[src/rtl/ir_scan_sched_pkg.sv]
// Shared definitions for the IR emitter scan scheduler: FSM state encoding
// and the default board timing constants (in 1 us clock cycles).
package ir_scan_sched_pkg;

  typedef enum logic [1:0] {
    ST_IDLE = 2'd0,
    ST_ON   = 2'd1,
    ST_GAP  = 2'd2
  } scan_state_e;

  localparam int IR_ON_US    = 6000;
  localparam int IR_GAP_US   = 1000;
  localparam int IR_DEOSC_US = 5000;

  // Settle time of the receiver deoscillator; emitter slots must outlast it.
  localparam int IR_DEOSC_TIME = IR_DEOSC_US;

  // Smallest counter width able to hold the value v.
  function automatic int bits_for(input int v);
    return (v < 2) ? 1 : $clog2(v + 1);
  endfunction

endpackage

[src/rtl/ir_scan_sched_slot_timer.sv]
// Loadable down-counter that times emitter slots and guard gaps.
// Saturates at zero so an idle scheduler leaves it parked.
module ir_scan_sched_slot_timer #(
  parameter int BITS = 13
) (
  input  logic            clkus,
  input  logic            rst,
  input  logic            load,
  input  logic [BITS-1:0] load_val,
  output logic            zero
);

  logic [BITS-1:0] cnt_q;

  // NOTE: sequential state uses non-blocking assignments only, so every
  // register samples the values that existed before the clock edge.
  always_ff @(posedge clkus) begin
    if (rst) begin
      cnt_q <= '0;
    end else if (load) begin
      cnt_q <= load_val;
    end else if (cnt_q != '0) begin
      cnt_q <= cnt_q - BITS'(1);
    end
  end

  assign zero = (cnt_q == '0);

endmodule

[src/rtl/ir_scan_sched.sv]
// Time-multiplexes CH IR emitters onto one receiver: lights one emitter per
// slot, samples at slot end, checks ambient in a dark gap, commits per round.
module ir_scan_sched
  import ir_scan_sched_pkg::*;
#(
  parameter int CH       = 4,
  parameter int CHW      = 2,
  parameter int BITS     = 13,
  parameter int ON_TIME  = IR_ON_US,
  parameter int GAP_TIME = IR_GAP_US
) (
  input  logic           clkus,
  input  logic           rst,
  input  logic           en,
  input  logic [CH-1:0]  mask,
  input  logic           rx,
  output logic [CH-1:0]  emit,
  output logic [CHW-1:0] ch_idx,
  output logic           busy,
  output logic [CH-1:0]  hit,
  output logic           ambient,
  output logic           done
);

  if (CH < 2 || CH > 8) begin : g_bad_ch
    $error("ir_scan_sched: CH must be in 2..8");
  end
  if ((1 << CHW) < CH) begin : g_bad_chw
    $error("ir_scan_sched: CHW too narrow for CH");
  end
  if (GAP_TIME < 1 || ON_TIME < 1) begin : g_bad_time
    $error("ir_scan_sched: ON_TIME and GAP_TIME must be at least 1");
  end
  if (bits_for(ON_TIME) > BITS || bits_for(GAP_TIME) > BITS) begin : g_bad_bits
    $error("ir_scan_sched: slot lengths do not fit in BITS");
  end

  localparam logic [BITS-1:0] ON_LOAD    = BITS'(ON_TIME - 1);
  localparam logic [BITS-1:0] GAP_LOAD   = BITS'(GAP_TIME - 1);
  localparam logic [CHW-1:0]  LAST_CH    = CHW'(CH - 1);
  localparam logic [CH-1:0]   CH0_ONEHOT = CH'(1);

  scan_state_e     state_q;
  logic [CHW-1:0]  ch_idx_q;
  logic [CH-1:0]   emit_q;
  logic [CH-1:0]   shadow_q;
  logic [CH-1:0]   hit_q;
  logic            amb_acc_q;
  logic            ambient_q;
  logic            done_q;
  logic            busy_q;

  logic            last_ch;
  logic [CHW-1:0]  ch_nxt;
  logic [CH-1:0]   emit_nxt;
  logic            tmr_load;
  logic [BITS-1:0] tmr_load_val;
  logic            tmr_zero;

  assign last_ch  = (ch_idx_q == LAST_CH);
  assign ch_nxt   = (state_q == ST_IDLE || last_ch) ? '0 : ch_idx_q + CHW'(1);
  // The mask is applied once, as the slot starts; emit_q then doubles as the
  // latched enable for that slot's sample.
  assign emit_nxt = (CH0_ONEHOT << ch_nxt) & mask;

  // NOTE: every always_comb output gets a default first, so no path can
  // leave one unassigned and infer a latch.
  always_comb begin
    tmr_load     = 1'b0;
    tmr_load_val = '0;
    unique case (state_q)
      ST_IDLE: begin
        if (en) begin
          tmr_load     = 1'b1;
          tmr_load_val = ON_LOAD;
        end
      end
      ST_ON: begin
        if (tmr_zero) begin
          tmr_load     = 1'b1;
          tmr_load_val = GAP_LOAD;
        end
      end
      ST_GAP: begin
        if (tmr_zero && (!last_ch || en)) begin
          tmr_load     = 1'b1;
          tmr_load_val = ON_LOAD;
        end
      end
      default: begin
        tmr_load     = 1'b0;
        tmr_load_val = '0;
      end
    endcase
  end

  ir_scan_sched_slot_timer #(
    .BITS(BITS)
  ) u_slot_timer (
    .clkus   (clkus),
    .rst     (rst),
    .load    (tmr_load),
    .load_val(tmr_load_val),
    .zero    (tmr_zero)
  );

  always_ff @(posedge clkus) begin
    if (rst) begin
      state_q   <= ST_IDLE;
      ch_idx_q  <= '0;
      emit_q    <= '0;
      shadow_q  <= '0;
      hit_q     <= '0;
      amb_acc_q <= 1'b0;
      ambient_q <= 1'b0;
      done_q    <= 1'b0;
      busy_q    <= 1'b0;
    end else begin
      done_q <= 1'b0;
      unique case (state_q)
        ST_IDLE: begin
          if (en) begin
            state_q  <= ST_ON;
            ch_idx_q <= '0;
            emit_q   <= emit_nxt;
            busy_q   <= 1'b1;
          end
        end
        ST_ON: begin
          if (tmr_zero) begin
            shadow_q[ch_idx_q] <= rx & emit_q[ch_idx_q];
            emit_q             <= '0;
            state_q            <= ST_GAP;
          end
        end
        ST_GAP: begin
          if (tmr_zero) begin
            if (last_ch) begin
              // End of round: publish results and start a fresh accumulation.
              hit_q     <= shadow_q;
              ambient_q <= amb_acc_q | rx;
              done_q    <= 1'b1;
              shadow_q  <= '0;
              amb_acc_q <= 1'b0;
              ch_idx_q  <= '0;
              if (en) begin
                state_q <= ST_ON;
                emit_q  <= emit_nxt;
              end else begin
                state_q <= ST_IDLE;
                busy_q  <= 1'b0;
              end
            end else begin
              amb_acc_q <= amb_acc_q | rx;
              ch_idx_q  <= ch_nxt;
              emit_q    <= emit_nxt;
              state_q   <= ST_ON;
            end
          end
        end
        default: begin
          state_q <= ST_IDLE;
          emit_q  <= '0;
          busy_q  <= 1'b0;
        end
      endcase
    end
  end

  assign emit    = emit_q;
  assign ch_idx  = ch_idx_q;
  assign busy    = busy_q;
  assign hit     = hit_q;
  assign ambient = ambient_q;
  assign done    = done_q;

endmodule

[config.mk]
export PLATFORM = sky130hd
export DESIGN_NAME = ir_scan_sched
export DESIGN_NICKNAME = d
export VERILOG_FILES = /design/src/rtl/ir_scan_sched_pkg.sv /design/src/rtl/ir_scan_sched_slot_timer.sv /design/src/rtl/ir_scan_sched.sv
export SDC_FILE = /design/constraint.sdc
export NUM_CORES = 1
export LEC_CHECK = 0
export BUFFER_PORTS_ARGS = -buffer_cell sky130_fd_sc_hd__buf_2
export CORE_MARGIN = 2
export CORE_UTILIZATION = 40
export CTS_BUF_LIST = sky130_fd_sc_hd__clkbuf_4 sky130_fd_sc_hd__clkbuf_8
export CTS_CLUSTER_SIZE = 10
export DETAILED_ROUTE_END_ITERATION = 7
export PLACE_DENSITY_LB_ADDON = 0.2
export SKIP_LAST_GASP = 1
export SYNTH_ARGS = -nofsm -noshare
export SYNTH_HDL_FRONTEND = slang
export SYNTH_HIERARCHICAL = 1
export SYNTH_SLANG_ARGS = --single-unit
[constraint.sdc]
create_clock -name clkus -period 5.1 [get_ports clkus]
set_input_delay 0.51 -clock clkus [delete_from_list [all_inputs] [get_ports clkus]]
set_output_delay 0.51 -clock clkus [all_outputs]
set_load 0.005 [all_outputs]
# After elaboration in Yosys (flattened, before gate mapping)
# Cells that the tools add are included.
# totals
out_inout_bits,13
wordCells,90
ff_bits,33
# classes
addsub,2
n_bitwise,6
magnitude_cmp,2
muxes,42
shifts,1
n_eq_ne,8
reduce_logical,19
# op_table
op,n
$mux W13,4
$pmux W13 S3,1
$mux W4,7
$mux W2,8
$logic_not A13 Y1,1
$reduce_bool A13 Y1,1
$sub A13 B1 Y13 const B,1
$mux W1,12
$pmux W4 S3,1
$mux W10,1
$ne A2 B2 Y1 const B,5
$reduce_and A3 Y1,3
$pmux W4 S2,1
$pmux W1 S3,2
$pmux W2 S3,1
$reduce_bool A2 Y1,3
$reduce_and A5 Y1,1
$and A4 B4 Y4,1
$bwmux W4,1
$eq A2 B2 Y1 const B,2
$pmux W2 S2,1
$reduce_and A2 Y1,2
$reduce_and A4 Y1,1
$shl A1 B2 Y4 const A,1
14 further kinds,18

# Logic depth before layout (Yosys ltp)
# depth
ltp_word,9
ltp_mapped,12

# Cells and area by module
# The synthesis kept the hierarchy.
# by_module_without_submodules
mod,n_inst,area_per_inst_um2,cells_per_inst
ir_scan_sched,1,979.7,108
ir_scan_sched_slot_timer,1,763.2,90

# Worst setup path after synthesis
# OpenSTA, ideal clock, no wires.
# synth_timing
path_type,reg-to-reg
from,register u_slot_timer.cnt_q[0]
to,register u_slot_timer.cnt_q[9]
n_path_buf,3
period_less_slack_ps,3022
arrival_ps,2948
path_slack_ps,2078
setup_time_ps,74
required_time_ps,5026
path_stages_with_launch,13
path_cell_list,dfxtp_1 -> inv_1 -> ha_1 -> or4b_2 -> nor4_2 -> buf_4 -> nor2b_1 -> or3_4 -> nand2b_1 -> clkbuf_1 -> clkbuf_1 -> nand2_1 -> a31oi_1
# synth_via
elab_chain_len,5
# synth_rtl
element,line_no,source
start: declaration,ir_scan_sched_slot_timer.sv:13,logic [BITS-1:0] cnt_q;
start signal: assignment,ir_scan_sched_slot_timer.sv:21,cnt_q <= load_val;
start signal: assignment,ir_scan_sched_slot_timer.sv:23,cnt_q <= cnt_q - BITS'(1);
$logic_not A13 Y1 *,ir_scan_sched_slot_timer.sv:27,assign zero = (cnt_q == '0);
named net tmr_zero,ir_scan_sched.sv:58,logic tmr_zero;
$logic_and A1 B1 Y1,ir_scan_sched.sv:85,if (tmr_zero && (!last_ch || en)) begin
$mux W1,ir_scan_sched.sv:85,
$pmux W1 S3 *,ir_scan_sched.sv:71,unique case (state_q)
named net tmr_load,ir_scan_sched.sv:56,logic tmr_load;
$mux W13 / $reduce_bool A2 Y1 (equally long branches),--,
# The timed path passes the listed nets; every way through them passes the cells marked *. The select of a mux whose other input is x is not followed.
# A chain may end at the register's enable or synchronous reset.

# Final worst setup path
# Ends and elaborated chain as after synthesis.

==> results.cfg <==
[outcome]
status = complete, no violations

[power_and_ir_drop]
powerDensity_nw_per_um2 = 548
p_leak_nw = 0.782
ir_worst_vdd_v = 0.000223

[routing]
routedWlPerCell_microns = 14.1
drtPass1Iterations = 6
drc = 0
viasPerCell = 5.62
num_vias = 1522
wirelength_microns = 3830
final_antenna_net_count = 0
dr.first_iter.drc_count = 106

[synth]
synth_top_cell_area_share_pct = 37.9
async_flop_share_pct = 0
ys.flop_type = dfxtp_1
syn_area_sq_um = 1740
synth_seq_area_share_pct = 37.9
synthTopCellsByArea = dfxtp_1, a21oi_1, ha_1
ys_types = 57
syn_area_per_cell_sq_um = 8.80
ys.warnings.count = 6
yosysTopAreaCell = dfxtp_1
synthCells = 198
ys_seq_elements = 33
synth_edf_count = 0

[timing]
setup_violations = 0
tightest_slew_ns = 0.840
grt_setup_unrepaired = no
finalSetupTns_ns = 0
max-slew-margin-rel_pct = 44.0
period_minus_slack_ns = 3.64
timing.final.crit_share_pct = 71.3
clock_skew_ns = 0.00947
drv_slew = 0
clock.fmax_mhz = 275
finalHoldViolCount = 0

[setup_path]
crit_chain = inv_1 > ha_1 > or4b_2 > nor4_4 > nor2b_1 > or3_4 > nand2b_1 > inv_1 > o311ai_0 > a31oi_1
cpMaxStageDelayCell = or4b_2
arrival_ns = 3.79
path_common_cell = inv_1
crit_buf_inv = 2
path_max_fanout = 27
criticalPathCategory = reg -> reg
crit_family = simple AND/OR/NAND/NOR gates
startpoint_type = flip-flop
cp_slowest_stage_delay_ns = 0.66
setup.worst_path.end_class = flip-flop
crit_required_ns = 5.25

[finish]
final_nets = 232
stdcell_count = 271
drive_gt1_share_pct = 20.1
antenna_cells = 0
regArea_sq_um = 661
final_util_pct = 47.3
nFillCells = 407
multi_input_area_sq_um = 1010
final_area_sq_um = 2020
syn2layout_area_growth_pct = 15.7

[run]
drv_cap = 0

[clock_tree]
cts_htree_levels = 2
root_buffer = clkbuf_8
cts-resized-gates = 0
clkTransAtPathRegs_ns = 0.07
cts_tree = yes
clock_sinks = 33
cts_buffers = 5
worst_skew_pair.late_latency_ns = 0.28
clockBufferDepth = 2
postCtsHoldBufs = 0
cts_setup_buffers = 0

[global_routing]
grt_usage_pct = 16.4
overflow = 0
grt_pass1_vias = 1417
antenna_found_initial = 0
grt_pass1_wl_microns = 6620
grt_max_degree = 28

[floorplan]
die_y_microns = 70.0
num_io_pins = 21
core_sq_um = 4260
initial_core_util_pct = 40.9
row_count = 24
dieArea_sq_um = 4900
die_x_microns = 70.0

[place]
post-dp-hpwl_microns = 2680
portBuffers = 20
placed_area_sq_um = 1880
dp.cells = 263
gp_congestion = 0.888

[worst_hold_path]
hp-class = reg -> reg
==> worst min-delay path: cells and delay by family (launching register included) <==
kind	cells	cell delay [ns]
and+or+nand+nor	2	0.09
DFF	1	0.31
==> Yosys cell counts (all sizes together), types with 2 or more instances <==
cell	instances
dfxtp	33
a21oi	18
nand2	14
inv	11
o21ai	11
nor2	9
ha	6
a31oi	5
buf	5
nand2b	5
nor2b	5
or3	5
or4	5
xnor2	5
a22o	4
clkbuf	4
nor3	4
nor4	4
a211o	3
a311oi	3
nor3b	3
o21bai	3
or2	3
a32o	2
nand3	2
nand4	2
o22ai	2
o311ai	2
o31a	2
o32ai	2
==> registers in the layout, summed over array words and instances (netlist names) <==
| name | count |
|---|---|
| u_slot_timer/cnt_q | 13 |
| amb_acc_q | 1 |
| busy | 1 |
| ch_idx | 2 |
| state_q | 2 |
| hit | 4 |
| done | 1 |
| emit | 4 |
| shadow_q | 4 |
| ambient | 1 |
==> final timing paths <==
check,end,cells after the start,slack (ns),from
max,u_slot_timer/cnt_q[9]$_SDFFE_PP0P_,10,1.46,u_slot_timer/cnt_q[0]$_SDFFE_PP0P_
min,ambient$_SDFFE_PP0P_,2,0.44,ambient$_SDFFE_PP0P_
max reg2reg,u_slot_timer/cnt_q[9]$_SDFFE_PP0P_,10,1.46,u_slot_timer/cnt_q[0]$_SDFFE_PP0P_
min reg2reg,ambient$_SDFFE_PP0P_,2,0.44,ambient$_SDFFE_PP0P_
==> per-layer routing <==
layer | GRT usage [%] | wire, microns | vias to the layer above
met5 | 0 | 0 | -
met3 | 4.33 | 193 | 4
met4 | 3.21 | 23 | 0
li1 | - | - | 772
met1 | 22.5 | 1880 | 703
met2 | 26.2 | 1730 | 43
==> placed cells by master, fill, tap and decap left out, types with 2 or more instances in the layout <==
cell       netlist  final
or2_2            2      2
clkbuf_8         0      5
o21ai_1          2      2
nand2_1         13     13
a31oi_1          5      5
a21oi_1         18     18
a22o_1           4      4
or3_1            4      4
a311oi_1         3      3
nand4_1          2      2
a211o_1          2      2
o32ai_1          2      2
nand2b_1         5      5
a32o_1           2      2
bufinv_16        0      2
o22ai_1          2      2
xnor2_1          5      5
nand3_1          2      2
nor2b_1          5      5
o31a_1           2      2
nor3b_1          3      3
nor2_1           9      9
buf_2            3     20
o21ai_0          9      9
o21bai_1         3      3
conb_1           1      2
nor3_1           3      3
inv_1           10     10
dfxtp_1         33     33
ha_1             6      6
nor4_1           3      3
or4_1            4      4
==> layout make-up <==
class                           instances  share of cell area [%]
Clock buffer                            5                    3.41
Clock inverter                          3                    3.23
Inverter                               11                    2.05
Multi-Input combinational cell        146                    50.0
Sequential cell                        33                    32.8
Tap cell                               52                    3.23
Timing Repair Buffer                   21                    5.33
==> report_power, final <==
part | leakage (nW) | internal, mW | switching, mW
logic | 0.445 | 0.206 | 0.236
registers | 0.269 | 0.311 | 0.0599
clock network | 0.0681 | 0.194 | 0.0982
total | 0.782 | 0.712 | 0.394
==> cells by family after synthesis <==
logic type / count (synthesis) / synth area share [%]
and+or+nand+nor: 64 / 21.6
muxes: 3 / 2.51
adders and majority gates: 6 / 4.31
AOI/OAI and AO/OA: 66 / 26.0
buffers and inverters: 20 / 4.95
xor gates and xnor gates: 5 / 2.51
other: 1 / 0.215
DFF: 33 / 37.9
==> per-stage QoR <==
| step | total power [mW] | setup WS (ns) | hold WS [ns] |
|---|---|---|---|
| floorplan | 0.721 | 2.08 | 0.435 |
| global placement | 0.817 | 1.58 | 0.424 |
| detailed placement | 0.814 | 1.47 | 0.429 |
| CTS | 1.11 | 1.46 | 0.439 |
| global route | 1.19 | 1.10 | 0.475 |
| finish | 1.11 | 1.46 | 0.437 |
Note: power is estimated with default switching activity, not from simulation.
